<file path="config.mk">
export PLATFORM = sky130hd
export DESIGN_NAME = data_mem_arbiter
export DESIGN_NICKNAME = d
export VERILOG_FILES = /design/src/rtl/data_mem_arbiter.sv
export SDC_FILE = /design/constraint.sdc
export NUM_CORES = 1
export LEC_CHECK = 0
export ABC_AREA = 1
export CAP_MARGIN = 25
export CORE_MARGIN = 2
export CORE_UTILIZATION = 34
export CTS_BUF_LIST = sky130_fd_sc_hd__clkbuf_8
export CTS_CLUSTER_SIZE = 16
export DETAILED_ROUTE_END_ITERATION = 7
export PLACE_DENSITY = 0.78
export SETUP_SLACK_MARGIN = 0.02
export SYNTH_ARGS = -nofsm -noshare
export SYNTH_HDL_FRONTEND = slang
export SYNTH_SLANG_ARGS = --single-unit
</file>
<file path="constraint.sdc">
create_clock -name clk -period 1.2 [get_ports clk]
set_input_delay 0.24 -clock clk [delete_from_list [all_inputs] [get_ports clk]]
set_output_delay 0.24 -clock clk [all_outputs]
set_load 0.01 [all_outputs]
</file>
<file path="src/rtl/data_mem_arbiter.sv">
// data_mem_arbiter: two-port arbiter and sequencer in front of a data memory
// with combinational read and posedge write. Each granted access takes three
// cycles (handshake, memory access, response pulse).
// Optional feature: define DATA_MEM_ARB_MISALIGN_CHECK_EN to reject misaligned
// or reserved-size requests with resp_err instead of writing memory.
module data_mem_arbiter #(
    parameter int ADDR_WIDTH     = 32,
    parameter int FIXED_PRIORITY = 0
) (
    input  logic                  clk,
    input  logic                  rst_n,
    input  logic                  req_valid_0,
    input  logic                  req_valid_1,
    output logic                  req_ready_0,
    output logic                  req_ready_1,
    input  logic [ADDR_WIDTH-1:0] req_addr_0,
    input  logic [ADDR_WIDTH-1:0] req_addr_1,
    input  logic [31:0]           req_wdata_0,
    input  logic [31:0]           req_wdata_1,
    input  logic [1:0]            req_size_0,
    input  logic [1:0]            req_size_1,
    input  logic                  req_unsigned_0,
    input  logic                  req_unsigned_1,
    input  logic                  req_we_0,
    input  logic                  req_we_1,
    output logic                  resp_valid_0,
    output logic                  resp_valid_1,
    output logic [31:0]           resp_rdata_0,
    output logic [31:0]           resp_rdata_1,
    output logic                  resp_err_0,
    output logic                  resp_err_1,
    output logic [ADDR_WIDTH-1:0] mem_a,
    output logic [31:0]           mem_wd,
    output logic [1:0]            mem_size,
    output logic                  mem_unsigned,
    output logic                  mem_we,
    input  logic [31:0]           mem_rd
);

    typedef enum logic [1:0] {
        IDLE   = 2'd0,
        ACCESS = 2'd1,
        RESP   = 2'd2
    } state_t;

    state_t                state_q, state_d;
    logic                  lastGrant_q, lastGrant_d;
    logic                  port_q, port_d;
    logic [ADDR_WIDTH-1:0] addr_q, addr_d;
    logic [31:0]           wdata_q, wdata_d;
    logic [1:0]            size_q, size_d;
    logic                  unsigned_q, unsigned_d;
    logic                  we_q, we_d;
    logic                  err_q, err_d;
    logic [31:0]           rdata_q, rdata_d;

    logic                  grantValid;
    logic                  grantPort;
    logic                  handshake;
    logic [ADDR_WIDTH-1:0] selAddr;
    logic [31:0]           selWdata;
    logic [1:0]            selSize;
    logic                  selUnsigned;
    logic                  selWe;
    logic                  reqErr;

    // Pick the port to serve: a lone requester wins, ties go round-robin or to port 0.
    always_comb begin
        grantValid = 1'b0;
        grantPort  = 1'b0;
        if (req_valid_0 && req_valid_1) begin
            grantValid = 1'b1;
            grantPort  = (FIXED_PRIORITY != 0) ? 1'b0 : ~lastGrant_q;
        end else if (req_valid_0) begin
            grantValid = 1'b1;
            grantPort  = 1'b0;
        end else if (req_valid_1) begin
            grantValid = 1'b1;
            grantPort  = 1'b1;
        end
    end

    assign handshake   = rst_n && (state_q == IDLE) && grantValid;
    assign req_ready_0 = handshake && !grantPort;
    assign req_ready_1 = handshake && grantPort;

    assign selAddr     = grantPort ? req_addr_1     : req_addr_0;
    assign selWdata    = grantPort ? req_wdata_1    : req_wdata_0;
    assign selSize     = grantPort ? req_size_1     : req_size_0;
    assign selUnsigned = grantPort ? req_unsigned_1 : req_unsigned_0;
    assign selWe       = grantPort ? req_we_1       : req_we_0;

`ifdef DATA_MEM_ARB_MISALIGN_CHECK_EN
    // Flag halves on odd addresses, words off a 4-byte boundary and the reserved size.
    always_comb begin
        reqErr = (selSize == 2'b11)
              || ((selSize == 2'b01) && selAddr[0])
              || ((selSize == 2'b10) && (selAddr[1:0] != 2'b00));
    end
`else
    assign reqErr = 1'b0;
`endif

    // Sequence IDLE -> ACCESS -> RESP, latching the request and the memory read-back.
    always_comb begin
        state_d     = state_q;
        lastGrant_d = lastGrant_q;
        port_d      = port_q;
        addr_d      = addr_q;
        wdata_d     = wdata_q;
        size_d      = size_q;
        unsigned_d  = unsigned_q;
        we_d        = we_q;
        err_d       = err_q;
        rdata_d     = rdata_q;
        case (state_q)
            IDLE: begin
                if (handshake) begin
                    port_d      = grantPort;
                    lastGrant_d = grantPort;
                    addr_d      = selAddr;
                    wdata_d     = selWdata;
                    size_d      = selSize;
                    unsigned_d  = selUnsigned;
                    we_d        = selWe;
                    err_d       = reqErr;
                    state_d     = ACCESS;
                end
            end
            ACCESS: begin
                rdata_d = err_q ? 32'h0 : mem_rd;
                state_d = RESP;
            end
            RESP: begin
                state_d = IDLE;
            end
            default: begin
                state_d = IDLE;
            end
        endcase
    end

    // State and latched-request registers with synchronous active-low reset.
    always_ff @(posedge clk) begin
        if (!rst_n) begin
            state_q     <= IDLE;
            lastGrant_q <= 1'b1;
            port_q      <= 1'b0;
            addr_q      <= '0;
            wdata_q     <= 32'h0;
            size_q      <= 2'b10;
            unsigned_q  <= 1'b0;
            we_q        <= 1'b0;
            err_q       <= 1'b0;
            rdata_q     <= 32'h0;
        end else begin
            state_q     <= state_d;
            lastGrant_q <= lastGrant_d;
            port_q      <= port_d;
            addr_q      <= addr_d;
            wdata_q     <= wdata_d;
            size_q      <= size_d;
            unsigned_q  <= unsigned_d;
            we_q        <= we_d;
            err_q       <= err_d;
            rdata_q     <= rdata_d;
        end
    end

    // Memory address/data hold the last latched request; write only during ACCESS.
    assign mem_a        = addr_q;
    assign mem_wd       = wdata_q;
    assign mem_size     = size_q;
    assign mem_unsigned = unsigned_q;
    assign mem_we       = (state_q == ACCESS) && we_q && !err_q;

    assign resp_valid_0 = (state_q == RESP) && !port_q;
    assign resp_valid_1 = (state_q == RESP) && port_q;
    assign resp_rdata_0 = resp_valid_0 ? rdata_q : 32'h0;
    assign resp_rdata_1 = resp_valid_1 ? rdata_q : 32'h0;
    assign resp_err_0   = resp_valid_0 && err_q;
    assign resp_err_1   = resp_valid_1 && err_q;

endmodule

</file>
==> out/summary.txt <==
Clk slew on worst S/H paths: 0.10 ns
Share of layout cells above drive strength 1: 0.407
Die H: 125 um
Drt wl/cell: 16.4 um
Via/cell ratio: 4.89
Sink Count: 104
Worst Hold Class: input pin to register
Setup TNS: -58.84 ns
Initial antenna violation count: 0
Asr flop ratio synth: 0
Worst Path Arrival: 1.61 ns
Finish-stage setup viols: 158
Final clock skew: 0.0114 ns
GRT Resource Usage Total: 0.245
Top Ports: 310
CP Capture Type: primary output
Pwr Total: 9.38 mW
DRT Pass-1 Iters: 4
Pre-CTS WS: -0.799 ns
Seq/Total Area, Yosys: 0.419
Area of the mapped netlist: 4970 um^2
Kind of critical path: register to primary output
Mapped Cells: 762
Cell Pwr Density: 940 nW/um^2
Top Family by Delay on Critical Path: buffers and inverters
Core area: 14400 um^2
Post-CTS Hold Fix Bufs: 0
Max Freq: 542 MHz
VDD IR-drop max: 0.553 mV
Outcome: finished, violations left
Ys Warns: 0
Fin cells: 1309
IO buf count: 307
Post-synth top cells: nand2_1 (276), dfxtp_1 (104), a21oi_1 (99)
Die span in x: 125 um
Yosys top cell area share: 0.419
CP dominant cell by count: inv_4
Via count: 6399
Cell variety after synth: 18
Max_cap viols: 0
DRC Markers: 0
CTS Buf Count: 9
DPL Wire Length: 13000 um
Leak pwr: 4.45 nW
Worst EP required: 0.96 ns
Tmin final: 1.85 ns
Number of global-route vias before repair: 5803
Synth top area cells: dfxtp_1 (42%), nand2_1 (21%), a21oi_1 (10%)
CP max stage delay: 0.36 ns
Fillers: 1171
Yosys reg bits: 104
H-tree depth: 3
Starting DRT DRC Count: 238
Gpl congestion: 0.859
Period Utilization, post-route: 1.54
Detailed Route WL: 21500 um
Ys flop type: dfxtp_1
Pin count of the biggest net entering global routing: 42
Placement Rows: 44
Grt total ovfl: 0
Antenna Nets Post-Route: 0
Placed Cells: 1251
EDFF count, synth: 0
Final hold violation count: 0
Max clock buf depth: 2
CTS tree: yes
First-pass GRT wire length: 30600 um
Critical Path Start Type: register
Worst path cell trace: inv_4 > nor3_4 > inv_4 > buf_12 > nor2_4 > dlygate4sd2_1
RSZ-0062 raised after global routing: yes
Seq. cell area: 2130 um^2
Buf/Inv on CP: 4
Die area: 15600 um^2
Root buf cell: clkbuf_8
Synthesis-to-layout area growth: 101%
CP Max Fanout: 9
Final Max Tran Viols: 0
Avg Cell Area, Syn: 6.52 um^2
Final core occ: 0.692
Crit-path slowest cell: dfxtp_2
Nets: 1294
Initial Util: 0.345
Worst-Skew Late Latency: 0.37 ns
Most frequent cell after synthesis: nand2_1
Setup ws final: -0.646 ns
Diodes inserted: 0
Synth area leader: dfxtp_1
Multi-input logic area: 3240 um^2
Failing checks: negative setup slack
tightest hold or removal path, stage by stage:
cell	delay, ns
dlymetal6s2s_1	0.20
buf_4	0.18
nand3_1	0.06
path summary, 6_finish.rpt:
path	start	endpoint	slack (ns)	cells after the start
worst min register to register	mem_wd[29]	mem_wd[29]	0.46	2
worst max-delay path	state_q[1]	resp_rdata_1[18]	-0.65	6
worst max register to register	state_q[0]	mem_wd[23]	-0.39	10
worst min-delay path	rst_n	lastGrant_q	0.34	3
stage by stage:
| stage | cell area, um^2 | hold slack [ns] |
|---|---|---|
| 2_1_floorplan | 5210 | 0.431 |
| 3_3_place_gp | 8630 | 0.450 |
| 3_5_place_dp | 8630 | 0.455 |
| 4_1_cts | 9000 | 0.396 |
| 5_1_grt | 9980 | 0.346 |
| 6_report | 9980 | 0.340 |
flip-flops by register name, summed over array words and instances, names as in the netlist:
signal and cells:
lastGrant_q 1, mem_a 32, mem_size 2, mem_unsigned 1, mem_wd 32, port_q 1
rdata_q 32, state_q 2, we_q 1
cell usage in the layout (no fill, tap or decap), drive strengths merged:
| cell | netlist | layout |
|---|---|---|
| a21oi | 99 | 99 |
| nand2 | 279 | 279 |
| bufinv | 0 | 1 |
| conb | 1 | 2 |
| buf | 46 | 202 |
| dlygate4sd2 | 0 | 9 |
| inv | 41 | 41 |
| clkinv | 0 | 1 |
| o21ai | 33 | 33 |
| clkbuf | 16 | 36 |
| nor2 | 71 | 71 |
| dfxtp | 104 | 104 |
| nor3 | 2 | 2 |
| clkdlybuf4s50 | 0 | 169 |
| clkdlybuf4s15 | 0 | 5 |
| nand3 | 70 | 70 |
| dlymetal6s2s | 0 | 1 |
metal layers:
layer	GRT usage	vias up	routed length, um
met4	0.101	0	770
met2	0.422	282	10800
met3	0.0610	54	1560
met5	0	-	0
li1	-	3124	-
met1	0.291	2939	8360
cells by family after synthesis:
| family | share of synthesized area |
|---|---|
| other cells | 0.000754 |
| compound gates | 0.133 |
| flops | 0.419 |
| buf+inv | 0.105 |
| simple gates | 0.343 |
where the power goes:
group	switching [mW]	total (mW)	internal, mW	leakage, nW
combinational	1.58	3.24	1.65	3.47
clock	1.19	2.31	1.12	0.105
sequential	0.112	3.83	3.72	0.867
total	2.88	9.38	6.49	4.45
area by class of cell:
class                           instances  area share
Clock buffer                           12      0.0165
Sequential cell                       104       0.213
Multi-Input combinational cell        556       0.325
Clock inverter                          2     0.00389
Inverter                               41      0.0162
Tap cell                              184      0.0231
Timing Repair Buffer                  410       0.402
what timing repair did:
action | CTS | global route
resized for setup | 548 | 289
cloned | 13 | 11
buffers inserted | 12 | 21
endpoints found under the setup margin | 240 | 162
pin swaps | 2 | 68
Power figures use the tool's default switching activity.
